--- src/rtl/wts_pkg.sv ---
// Shared definitions for the multi-channel wave-table tone generator.
//   - length-code constants (2-bit per-channel wave length selector)
//   - len_log2(): maps a length code to log2 of the wave length, saturating at addr_w
//   - slot_width(): width of a channel index for a given channel count
//   - default configuration and SLOT_W for that default
package wts_pkg;

    localparam logic [1:0] LEN_CODE_QUARTER = 2'd0;  // L = 2^(ADDR_W-2)
    localparam logic [1:0] LEN_CODE_HALF    = 2'd1;  // L = 2^(ADDR_W-1)
    localparam logic [1:0] LEN_CODE_FULL    = 2'd2;  // L = 2^ADDR_W
    localparam logic [1:0] LEN_CODE_SAT     = 2'd3;  // saturates to the full length

    localparam int unsigned DEF_CHANNELS = 5;
    localparam int unsigned DEF_FREQ_W   = 12;
    localparam int unsigned DEF_ADDR_W   = 7;
    localparam int unsigned SLOT_W       = $clog2(DEF_CHANNELS);

    // log2(L) = min(addr_w - 2 + code, addr_w)
    function automatic int unsigned len_log2(input logic [1:0] code, input int unsigned addr_w);
        int unsigned l;
        l = addr_w - 32'd2 + 32'(code);
        return (l > addr_w) ? addr_w : l;
    endfunction

    function automatic int unsigned slot_width(input int unsigned channels);
        return (channels > 1) ? $clog2(channels) : 1;
    endfunction

endpackage

--- src/rtl/wts_tone_step.sv ---
// Combinational next-state for one tone channel.
// Inputs : cnt, addr, stopped   - current channel state
//          reload               - frequency counter reload value
//          len_code             - wave length code
//          one_shot             - 1 = stop at end of wave
//          restart              - pending or live restart request for this channel
// Outputs: cnt_next, addr_next, stopped_next - next channel state
//          end_set, end_clr     - end flag set / clear strobes
//          half_timing          - half-period pulse for this service
module wts_tone_step
    import wts_pkg::*;
#(
    parameter int unsigned FREQ_W = 12,
    parameter int unsigned ADDR_W = 7
) (
    input  logic [FREQ_W-1:0] cnt,
    input  logic [ADDR_W-1:0] addr,
    input  logic              stopped,
    input  logic [FREQ_W-1:0] reload,
    input  logic [1:0]        len_code,
    input  logic              one_shot,
    input  logic              restart,
    output logic [FREQ_W-1:0] cnt_next,
    output logic [ADDR_W-1:0] addr_next,
    output logic              stopped_next,
    output logic              end_set,
    output logic              end_clr,
    output logic              half_timing
);

    int unsigned       log2_len;
    logic [ADDR_W-1:0] len_mask;   // L - 1
    logic [ADDR_W-1:0] half_mask;  // L/2 - 1

    always_comb begin
        log2_len = len_log2(len_code, ADDR_W);
        len_mask = '0;
        for (int unsigned i = 0; i < ADDR_W; i++) begin
            len_mask[i] = (i < log2_len);
        end
        half_mask = len_mask >> 1;
    end

    always_comb begin
        cnt_next     = cnt;
        addr_next    = addr;
        stopped_next = stopped;
        end_set      = 1'b0;
        end_clr      = 1'b0;
        half_timing  = 1'b0;

        if (restart) begin
            cnt_next     = reload;
            addr_next    = '0;
            stopped_next = 1'b0;
            end_clr      = 1'b1;
        end else if (stopped) begin
            // hold everything until the next restart
        end else if (cnt == '0) begin
            cnt_next    = reload;
            half_timing = ((addr & half_mask) == '0);
            // Masking the pre-update address lets a shortened length take effect at once.
            if (one_shot && ((addr & len_mask) == len_mask)) begin
                addr_next    = len_mask;
                stopped_next = 1'b1;
                end_set      = 1'b1;
            end else begin
                addr_next = (addr + ADDR_W'(1)) & len_mask;
            end
        end else begin
            cnt_next = cnt - FREQ_W'(1);
        end
    end

endmodule

--- src/rtl/wts_tone_generator_mc.sv ---
// Time-multiplexed wave-table tone generator: one shared step datapath serves
// CHANNELS voices, one channel slot per active pulse.
// Ports:
//   clk, nreset          - clock, synchronous active-low reset
//   active               - service strobe; services channel at the slot pointer
//   address_reset        - per-channel restart request (latched until serviced)
//   reg_wave_length      - per-channel 2-bit length code
//   reg_frequency_count  - per-channel counter reload value
//   reg_one_shot         - per-channel one-shot enable
//   out_valid            - one-clk pulse after each service
//   out_slot             - serviced channel index
//   wave_address         - post-update wave address of out_slot
//   half_timing          - half-period pulse of out_slot
//   end_flag             - sticky per-channel one-shot completion flags
module wts_tone_generator_mc
    import wts_pkg::*;
#(
    parameter int unsigned CHANNELS = 5,
    parameter int unsigned FREQ_W   = 12,
    parameter int unsigned ADDR_W   = 7,
    localparam int unsigned SlotW   = slot_width(CHANNELS)
) (
    input  logic                         clk,
    input  logic                         nreset,
    input  logic                         active,
    input  logic [CHANNELS-1:0]          address_reset,
    input  logic [2*CHANNELS-1:0]        reg_wave_length,
    input  logic [FREQ_W*CHANNELS-1:0]   reg_frequency_count,
    input  logic [CHANNELS-1:0]          reg_one_shot,
    output logic                         out_valid,
    output logic [SlotW-1:0]             out_slot,
    output logic [ADDR_W-1:0]            wave_address,
    output logic                         half_timing,
    output logic [CHANNELS-1:0]          end_flag
);

    logic [FREQ_W-1:0] cnt_q  [CHANNELS];
    logic [ADDR_W-1:0] addr_q [CHANNELS];
    logic [CHANNELS-1:0] stopped_q;
    logic [CHANNELS-1:0] pending_q;
    logic [CHANNELS-1:0] end_flag_q;
    logic [SlotW-1:0]    slot_q;
    logic [SlotW-1:0]    slot_next;

    logic                out_valid_q;
    logic [SlotW-1:0]    out_slot_q;
    logic [ADDR_W-1:0]   wave_address_q;
    logic                half_timing_q;

    // Selected channel (mux)
    logic [FREQ_W-1:0] sel_cnt;
    logic [ADDR_W-1:0] sel_addr;
    logic              sel_stopped;
    logic [FREQ_W-1:0] sel_reload;
    logic [1:0]        sel_len_code;
    logic              sel_one_shot;
    logic              sel_restart;

    // Step results
    logic [FREQ_W-1:0] step_cnt;
    logic [ADDR_W-1:0] step_addr;
    logic              step_stopped;
    logic              step_end_set;
    logic              step_end_clr;
    logic              step_half;

    always_comb begin
        sel_cnt      = '0;
        sel_addr     = '0;
        sel_stopped  = 1'b0;
        sel_reload   = '0;
        sel_len_code = '0;
        sel_one_shot = 1'b0;
        sel_restart  = 1'b0;
        for (int unsigned c = 0; c < CHANNELS; c++) begin
            if (slot_q == SlotW'(c)) begin
                sel_cnt      = cnt_q[c];
                sel_addr     = addr_q[c];
                sel_stopped  = stopped_q[c];
                sel_reload   = reg_frequency_count[FREQ_W*c +: FREQ_W];
                sel_len_code = reg_wave_length[2*c +: 2];
                sel_one_shot = reg_one_shot[c];
                // A request arriving on the service clk is honoured immediately.
                sel_restart  = pending_q[c] | address_reset[c];
            end
        end
    end

    always_comb begin
        slot_next = (slot_q == SlotW'(CHANNELS - 1)) ? '0 : slot_q + SlotW'(1);
    end

    wts_tone_step #(
        .FREQ_W (FREQ_W),
        .ADDR_W (ADDR_W)
    ) u_step (
        .cnt          (sel_cnt),
        .addr         (sel_addr),
        .stopped      (sel_stopped),
        .reload       (sel_reload),
        .len_code     (sel_len_code),
        .one_shot     (sel_one_shot),
        .restart      (sel_restart),
        .cnt_next     (step_cnt),
        .addr_next    (step_addr),
        .stopped_next (step_stopped),
        .end_set      (step_end_set),
        .end_clr      (step_end_clr),
        .half_timing  (step_half)
    );

    always_ff @(posedge clk) begin
        if (!nreset) begin
            for (int unsigned c = 0; c < CHANNELS; c++) begin
                cnt_q[c]  <= '0;
                addr_q[c] <= '0;
            end
            stopped_q      <= '0;
            pending_q      <= '0;
            end_flag_q     <= '0;
            slot_q         <= '0;
            out_valid_q    <= 1'b0;
            out_slot_q     <= '0;
            wave_address_q <= '0;
            half_timing_q  <= 1'b0;
        end else begin
            out_valid_q <= active;
            if (active) begin
                slot_q         <= slot_next;
                out_slot_q     <= slot_q;
                wave_address_q <= step_addr;
                half_timing_q  <= step_half;
            end
            // Demux: only the serviced channel takes the step results.
            for (int unsigned c = 0; c < CHANNELS; c++) begin
                if (active && (slot_q == SlotW'(c))) begin
                    cnt_q[c]     <= step_cnt;
                    addr_q[c]    <= step_addr;
                    stopped_q[c] <= step_stopped;
                    pending_q[c] <= 1'b0;
                    if (step_end_clr) begin
                        end_flag_q[c] <= 1'b0;
                    end else if (step_end_set) begin
                        end_flag_q[c] <= 1'b1;
                    end
                end else if (address_reset[c]) begin
                    pending_q[c] <= 1'b1;
                end
            end
        end
    end

    assign out_valid    = out_valid_q;
    assign out_slot     = out_slot_q;
    assign wave_address = wave_address_q;
    assign half_timing  = half_timing_q;
    assign end_flag     = end_flag_q;

endmodule

--- config.mk ---
export PLATFORM = sky130hd
export DESIGN_NAME = wts_tone_generator_mc
export DESIGN_NICKNAME = d
export VERILOG_FILES = /design/src/rtl/wts_pkg.sv /design/src/rtl/wts_tone_step.sv /design/src/rtl/wts_tone_generator_mc.sv
export SDC_FILE = /design/constraint.sdc
export NUM_CORES = 1
export LEC_CHECK = 0
export CORE_ASPECT_RATIO = 0.6
export CORE_MARGIN = 2
export CORE_UTILIZATION = 51
export CTS_BUF_LIST = sky130_fd_sc_hd__clkbuf_8
export DETAILED_ROUTE_END_ITERATION = 16
export PLACE_DENSITY = 0.79
export REMOVE_ABC_BUFFERS = 1
export SETUP_SLACK_MARGIN = 0.15
export SLEW_MARGIN = 40
export SYNTH_ARGS = -nofsm -noshare
export SYNTH_HDL_FRONTEND = slang
export SYNTH_SLANG_ARGS = --single-unit
--- constraint.sdc ---
create_clock -name clk -period 4.4 [get_ports clk]
set_input_delay 0.66 -clock clk [delete_from_list [all_inputs] [get_ports clk]]
set_output_delay 0.66 -clock clk [all_outputs]
set_load 0.01 [all_outputs]
==> metrics.cfg, run 1 <==
[outcome]
outcome = finished clean

[clocking]
cts_sinks = 125
cts_hold_buffers = 0
cts_tree = done
clockBufferDepth = 2
path_clk_slew_ns = 0.07
numCtsBuffers = 17
htree_levels = 4
cts-root-buf = clkbuf_8
insertion_delay_ns = 0.44

[synth]
synth_ff_type = edfxtp_1
synth_edf_count = 95
seq_area_frac_synth = 0.5274
synthCells = 636
ys_types = 64
synth_xor_area_frac = 0.005351
synth_seq_cells = 125
synth_top_family_by_area = compound AO/OA/AOI/OAI gates
avgSynthCellArea_um2 = 10.29
yosys_warnings = 0
synth.area.top_cells = edfxtp_1 44%, dfxtp_1 9.2%, a21oi_1 3.4%
synth_simple_gate_area_share = 0.1806
synth_most_common_cell = edfxtp_1
synth_area_mm2 = 0.006548
synth-adder-area-share = 0.01911
yosys.area.top_type_share = 0.4357
synth_compound_area_frac = 0.2028
synth-async-reset-ratio = 0
yosysTopAreaCell = edfxtp_1
yosys-top-cells-count = 95 x edfxtp_1, 58 x nand2_1, 45 x a21oi_1, 40 x nor2_1
synth.area.mux_share = 0.01739

[power_and_ir_drop]
power_switching_mw = 1.010
p_clk_frac = 0.288
netSwitchingFraction = 0.3166
peakVddDrop_mv = 0.2701
p_leak_nw = 3.051
seqPwrFrac = 0.447
comb_power_share = 0.265
finalPower_mw = 3.188
p_int_mw = 2.179
power-per-cell-area_mw_per_mm2 = 384.4

[global_route]
track_usage = 0.3025
grt_pass1_wl_um = 30950
grt_overflow = 0
grt_max_degree = 25
antenna_found_initial = 0
grt_pass1_vias = 5635

[route]
ant_nets = 0
first_pass_iters = 7
first_iter_violations = 570
viasPerCell = 6.344
drc = 0
wire_per_inst_um = 21.75
routed_wl_um = 20320
vias = 5925

[sta]
rsz0062_at_grt = no
worst_slew_pin_slew_ns = 0.8499
hold_viol = 0
max_freq_mhz = 246.4
setup_viol = 0
fin_crit_sh = 0.9225
slew_viol_final = 0
slew_headroom = 0.4322
post-route-min-period_ns = 4.059
finalWorstSetupSlack_ns = 0.3409
fin_worst_skew_ns = 0.01528

[critical_path]
timing.rr.end = cnt_q[0][22]
cp_max_fo = 20
cp-end-kind = flip-flop
start_kind = flip-flop
worstPathArrival_ns = 4.23
reg2reg_setup_slack_ns = 0.34
crit_type = flip-flop to flip-flop
r2r-start = slot_q[0]
reg2reg_depth = 11
crit_required_ns = 4.57

[place]
dpl_cell_area_mm2 = 0.007864
io_buffers = 99
placed_cells = 898
finalWeightedCongestion = 0.9075
pre_cts_ws_ns = 0.2144
dp.final_hpwl_um = 13840

[hold_path]
hp-class = flip-flop to flip-flop
hold_depth = 2
min_from = wave_address[0]
hold_end = wave_address[0]

[floorplan]
rows = 32
start_util = 0.5159
design.die.area_mm2 = 0.01379
die_h_um = 91.77
die_x_um = 150.3
pin_count = 100
core_mm2 = 0.01269

[finish]
fin_cells = 934
drive_gt1_frac = 0.1283
area_growth_pct = 26.66
finish.utilization = 0.6534
antenna_cells = 0
nNetsFinal = 844
fin_area_mm2 = 0.008293

[flow_run]
drv_cap = 0

metrics by stage:
stage | TNS (ns) | hold slack (ns)
final | 0 | 0.4669
after detailed placement | 0 | 0.4607
after CTS | 0 | 0.4764
after floorplan | -45.81 | 0.4396
after global routing | 0 | 0.4940
after global placement | 0 | 0.4522
layout make-up:
type                            count  area (µm²)
Fill cell                         965        4399
Clock inverter                     15       125.1
Inverter                           29       108.9
Multi-Input combinational cell    437        2830
Tap cell                          170       212.7
Timing Repair Buffer              141        1329
Clock buffer                       17       234.0
Sequential cell                   125        3453
flip-flops by register name (all words and copies together), names as in the netlist:
register	count
addr_q	35
half_timing	1
slot_q	3
out_valid	1
pending_q	5
cnt_q	60
stopped_q	5
out_slot	3
end_flag	5
wave_address	7
worst max-delay path by stage:
stage                     to  cells after the start  startpoint
2_1_floorplan  addr_q[0][15]                     12   slot_q[0]
3_3_place_gp    addr_q[0][0]                     10   slot_q[0]
3_5_place_dp   addr_q[0][31]                      9   slot_q[0]
4_1_cts        addr_q[0][17]                      9   slot_q[0]
5_1_grt         cnt_q[0][22]                     14   slot_q[0]
6_report        cnt_q[0][22]                     11   slot_q[0]
logic make-up after synthesis:
logic type      Yosys count
simple gates            226
mux                      11
compound gates          186
flops                   125
buf+inv                  74
fa+ha+maj                10
xor+xnor                  4
cell usage in the layout (no fill, tap or decap), types with 4 or more instances in the layout:
cell             count
a221o_1              5
ha_1                 7
a21oi_1             44
clkinv_2             5
a211oi_1             8
buf_4               39
nand4_1              5
o31ai_1              9
mux2i_1              8
nor2_1              40
nand2_1             54
clkbuf_8            17
o21ai_0             30
nor2b_1             23
edfxtp_1            95
dfxtp_1             30
clkdlybuf4s50_1     99
nand3_1             20
nor3b_1              4
nand2_2              4
inv_1               30
a41oi_1              6
o211ai_1            11
a221oi_1            22
nand2b_1            12
and2_1               4
nor3_1              14
o311ai_0            11
and3_1              14
nand3b_1            13
clkinv_4             4
power groups by stage:
stage / combinational [mW] / sequential, mW / clock, mW
2_1_floorplan: 0.472 / 1.44 / 0
3_3_place_gp: 0.781 / 1.45 / 0
3_5_place_dp: 0.800 / 1.45 / 0
4_1_cts: 0.804 / 1.42 / 0.920
5_1_grt: 0.909 / 1.43 / 0.971
6_report: 0.845 / 1.43 / 0.918
what timing repair did:
action,CTS,global route
gates resized for setup,0,6
setup buffers,0,3
endpoints found under the setup margin,0,79
layer usage:
metal  vias to the layer above  track usage  part of all wire
met5                         -            0                 0
met4                         0       0.1093             0.020
met3                        39      0.09204              0.12
met2                       382       0.4345              0.43
met1                      2846       0.4322              0.43
li1                       2658            -                 -
critical path: stages (launching register included):
cell	delay, ns
dfxtp_1	0.44
inv_1	0.11
ha_1	0.23
buf_4	0.23
buf_4	0.22
a21oi_1	0.15
nor3_1	0.08
a221oi_2	0.53
or3b_1	0.60
nor4_1	0.38
mux2_2	0.38
o22ai_1	0.42
(Power assumes the default switching activity.)
==> run 2, diff against run 1 <==
--- a/config.mk
+++ b/config.mk
@@ -7,10 +7,9 @@
 export LEC_CHECK = 0
 export CORE_ASPECT_RATIO = 0.6
 export CORE_MARGIN = 2
-export CORE_UTILIZATION = 51
+export CORE_UTILIZATION = 40
 export CTS_BUF_LIST = sky130_fd_sc_hd__clkbuf_8
 export DETAILED_ROUTE_END_ITERATION = 16
-export PLACE_DENSITY = 0.79
 export REMOVE_ABC_BUFFERS = 1
 export SETUP_SLACK_MARGIN = 0.15
 export SLEW_MARGIN = 40
==> run 2 against run 1 <==
  * Count of clock-buffer cells in the layout did not move
  * Hold slack improved by 0.0085 ns
  * Non-clock buffer count rose by 18
  * Total power rose by 3.3%
  * Core utilization fell by 13 points
==> metrics.cfg, run 2 (synthesized netlist as in run 1, its figures left out) <==
[outcome]
outcome = finished clean

[clocking]
cts_hold_buffers = 0  ; unchanged
cts-root-buf = clkbuf_8
cts_sinks = 125  ; unchanged
cts_tree = done
clockBufferDepth = 2  ; unchanged
numCtsBuffers = 17  ; unchanged
htree_levels = 4  ; unchanged
path_clk_slew_ns = 0.08  ; about the same
insertion_delay_ns = 0.43  ; about the same

[sta]
worst_slew_pin_slew_ns = 0.7552  ; -0.09471 ns
whs_ns = 0.4754  ; +0.008470 ns
max_freq_mhz = 252.3  ; +2.4%
setup_viol = 0  ; unchanged
hold_viol = 0  ; unchanged
rsz0062_at_grt = no
slew_headroom = 0.4902  ; +0.05791
fin_crit_sh = 0.9009  ; -0.02158
post-route-min-period_ns = 3.964  ; -0.09493 ns
slew_viol_final = 0  ; unchanged
finalWorstSetupSlack_ns = 0.4358  ; +0.09493 ns
fin_worst_skew_ns = 0.01474  ; -0.0005391 ns

[hold_path]
hp-class = flip-flop to flip-flop
hold_depth = 2  ; unchanged

[finish]
largest_register_ffs = 60  ; unchanged
layout_common_cells = 99 x clkdlybuf4s50_1, 95 x edfxtp_1, 57 x nand2_1, 57 x buf_4, 45 x a21oi_1
layout_commonest_cell = clkdlybuf4s50_1
fill_cells = 1451  ; +50%
drive_gt1_frac = 0.1381  ; +0.009835
multiInputGateArea_mm2 = 0.002825  ; -0.18%
nNetsFinal = 862  ; +2.1%
regMostFlops = cnt_q
antenna_cells = 0  ; unchanged
regArea_mm2 = 0.003453  ; unchanged
area_growth_pct = 29.51

[critical_path]
start_kind = flip-flop
r2r-start = slot_q[0]
cp_cell_sequence = inv_1, ha_1, and2_1, buf_4, a211oi_1, ha_1, inv_1, a2111oi_1, nand4_2, nor3_4, buf_4, or3b_1, and3_1
cp-end-kind = flip-flop
crit_type = flip-flop to flip-flop
timing.critical_path.buf_inv = 4  ; +1
crit_required_ns = 4.56  ; about the same
critPathTopFamily = simple AND/OR/NAND/NOR gates
timing.rr.end = addr_q[0][1]
reg2reg_setup_slack_ns = 0.44  ; +0.09 ns
reg2reg_depth = 13  ; +2
critical_path_depth = 13  ; +2
crit_path_end = addr_q[0][1]
cp_max_fo = 22  ; +10%
worstPathArrival_ns = 4.13  ; -0.10 ns
slowest_stage = dfxtp_1
critPathLaunch = slot_q[0]
cpPeakStageDelay_ns = 0.44  ; -0.16 ns

[place]
io_buffers = 99  ; unchanged
dp.final_hpwl_um = 15330  ; +11%
pre_cts_ws_ns = 0.3593  ; +0.1449 ns
finalWeightedCongestion = 0.9653  ; +6.4%

[power_and_ir_drop]
power-per-cell-area_mw_per_mm2 = 388.4  ; +1.0%
finalPower_mw = 3.294  ; +3.3%
peakVddDrop_mv = 0.1570  ; -42%
p_leak_nw = 3.132  ; +2.6%

[route]
routed_wl_um = 21910  ; +7.8%
first_iter_violations = 625  ; +9.6%
first_pass_iters = 5  ; -2
drc = 0  ; unchanged
wire_per_inst_um = 22.11  ; +1.6%
viasPerCell = 5.872  ; -7.4%
ant_nets = 0  ; unchanged
vias = 5819  ; -1.8%

[floorplan]
start_util = 0.4060  ; -0.1098
die_h_um = 103.1  ; +12%
pin_count = 100  ; unchanged
core_mm2 = 0.01613  ; +27%
die_x_um = 169.2  ; +13%
rows = 36  ; +13%
design.die.area_mm2 = 0.01744  ; +26%

[global_route]
track_usage = 0.2556  ; -0.04694
grt_pass1_wl_um = 32900  ; +6.3%
grt_max_degree = 61  ; +140%
grt_pass1_vias = 5452  ; -3.2%
antenna_found_initial = 0  ; unchanged
grt_overflow = 0  ; unchanged

[flow_run]
drv_cap = 0  ; unchanged

## run 2: stage by stage
step	cells	setup TNS, ns	utilization	instance area (µm²)
after floorplan	591	-45.81	-	6346
after global placement	957	0	0.4995	8054
after detailed placement	957	0	0.5003	8068
after CTS	989	0	0.5240	8449
after global routing	991	0	0.5258	8479
final	991	0	0.5258	8479
## run 2: what timing repair did
action	CTS	global route
gates resized for setup	0	5
setup endpoints to repair	0	52
buffers inserted	0	0
hold endpoints to repair	0	0
## run 2: worst min-delay path by stage
stage,start,to,slack [ns]
6_report,wave_address[2],wave_address[2],0.48
5_1_grt,half_timing,half_timing,0.49
4_1_cts,stopped_q[3],stopped_q[3],0.48
3_5_place_dp,wave_address[2],wave_address[2],0.46
3_3_place_gp,wave_address[4],wave_address[4],0.45
2_1_floorplan,pending_q[2],pending_q[2],0.44
## run 2: worst reg2reg max path: stages, from the launching register on
cell and delay (ns):
dfxtp_1 0.44, inv_1 0.09, ha_1 0.26, and2_1 0.19
buf_4 0.24, a211oi_1 0.41, ha_1 0.23, inv_1 0.07
a2111oi_1 0.37, nand4_2 0.28, nor3_4 0.25, buf_4 0.26
or3b_1 0.40, and3_1 0.22
## run 2: layer usage
layer | share of wire | wire length (µm) | global-route usage | up-vias
met5 | 0 | 0 | 0 | -
met4 | 0.014 | 301 | 0.06772 | 0
met3 | 0.088 | 1925 | 0.07332 | 26
met2 | 0.44 | 9596 | 0.3922 | 263
met1 | 0.46 | 10090 | 0.3576 | 2848
li1 | - | - | - | 2682
## run 2: area by class of cell
type / count / area share
repair buffers: 159 / 0.1709
inverters: 29 / 0.01284
clock inverters: 15 / 0.01741
flip-flops and latches: 125 / 0.4073
multi-input cells: 437 / 0.3332
well taps: 209 / 0.03084
clock buffers: 17 / 0.02759
## run 2: power by group
group,internal (mW),switching (mW)
Clock,0.499,0.485
Combinational,0.373,0.514
Sequential,1.39,0.0332
Total,2.26,1.03
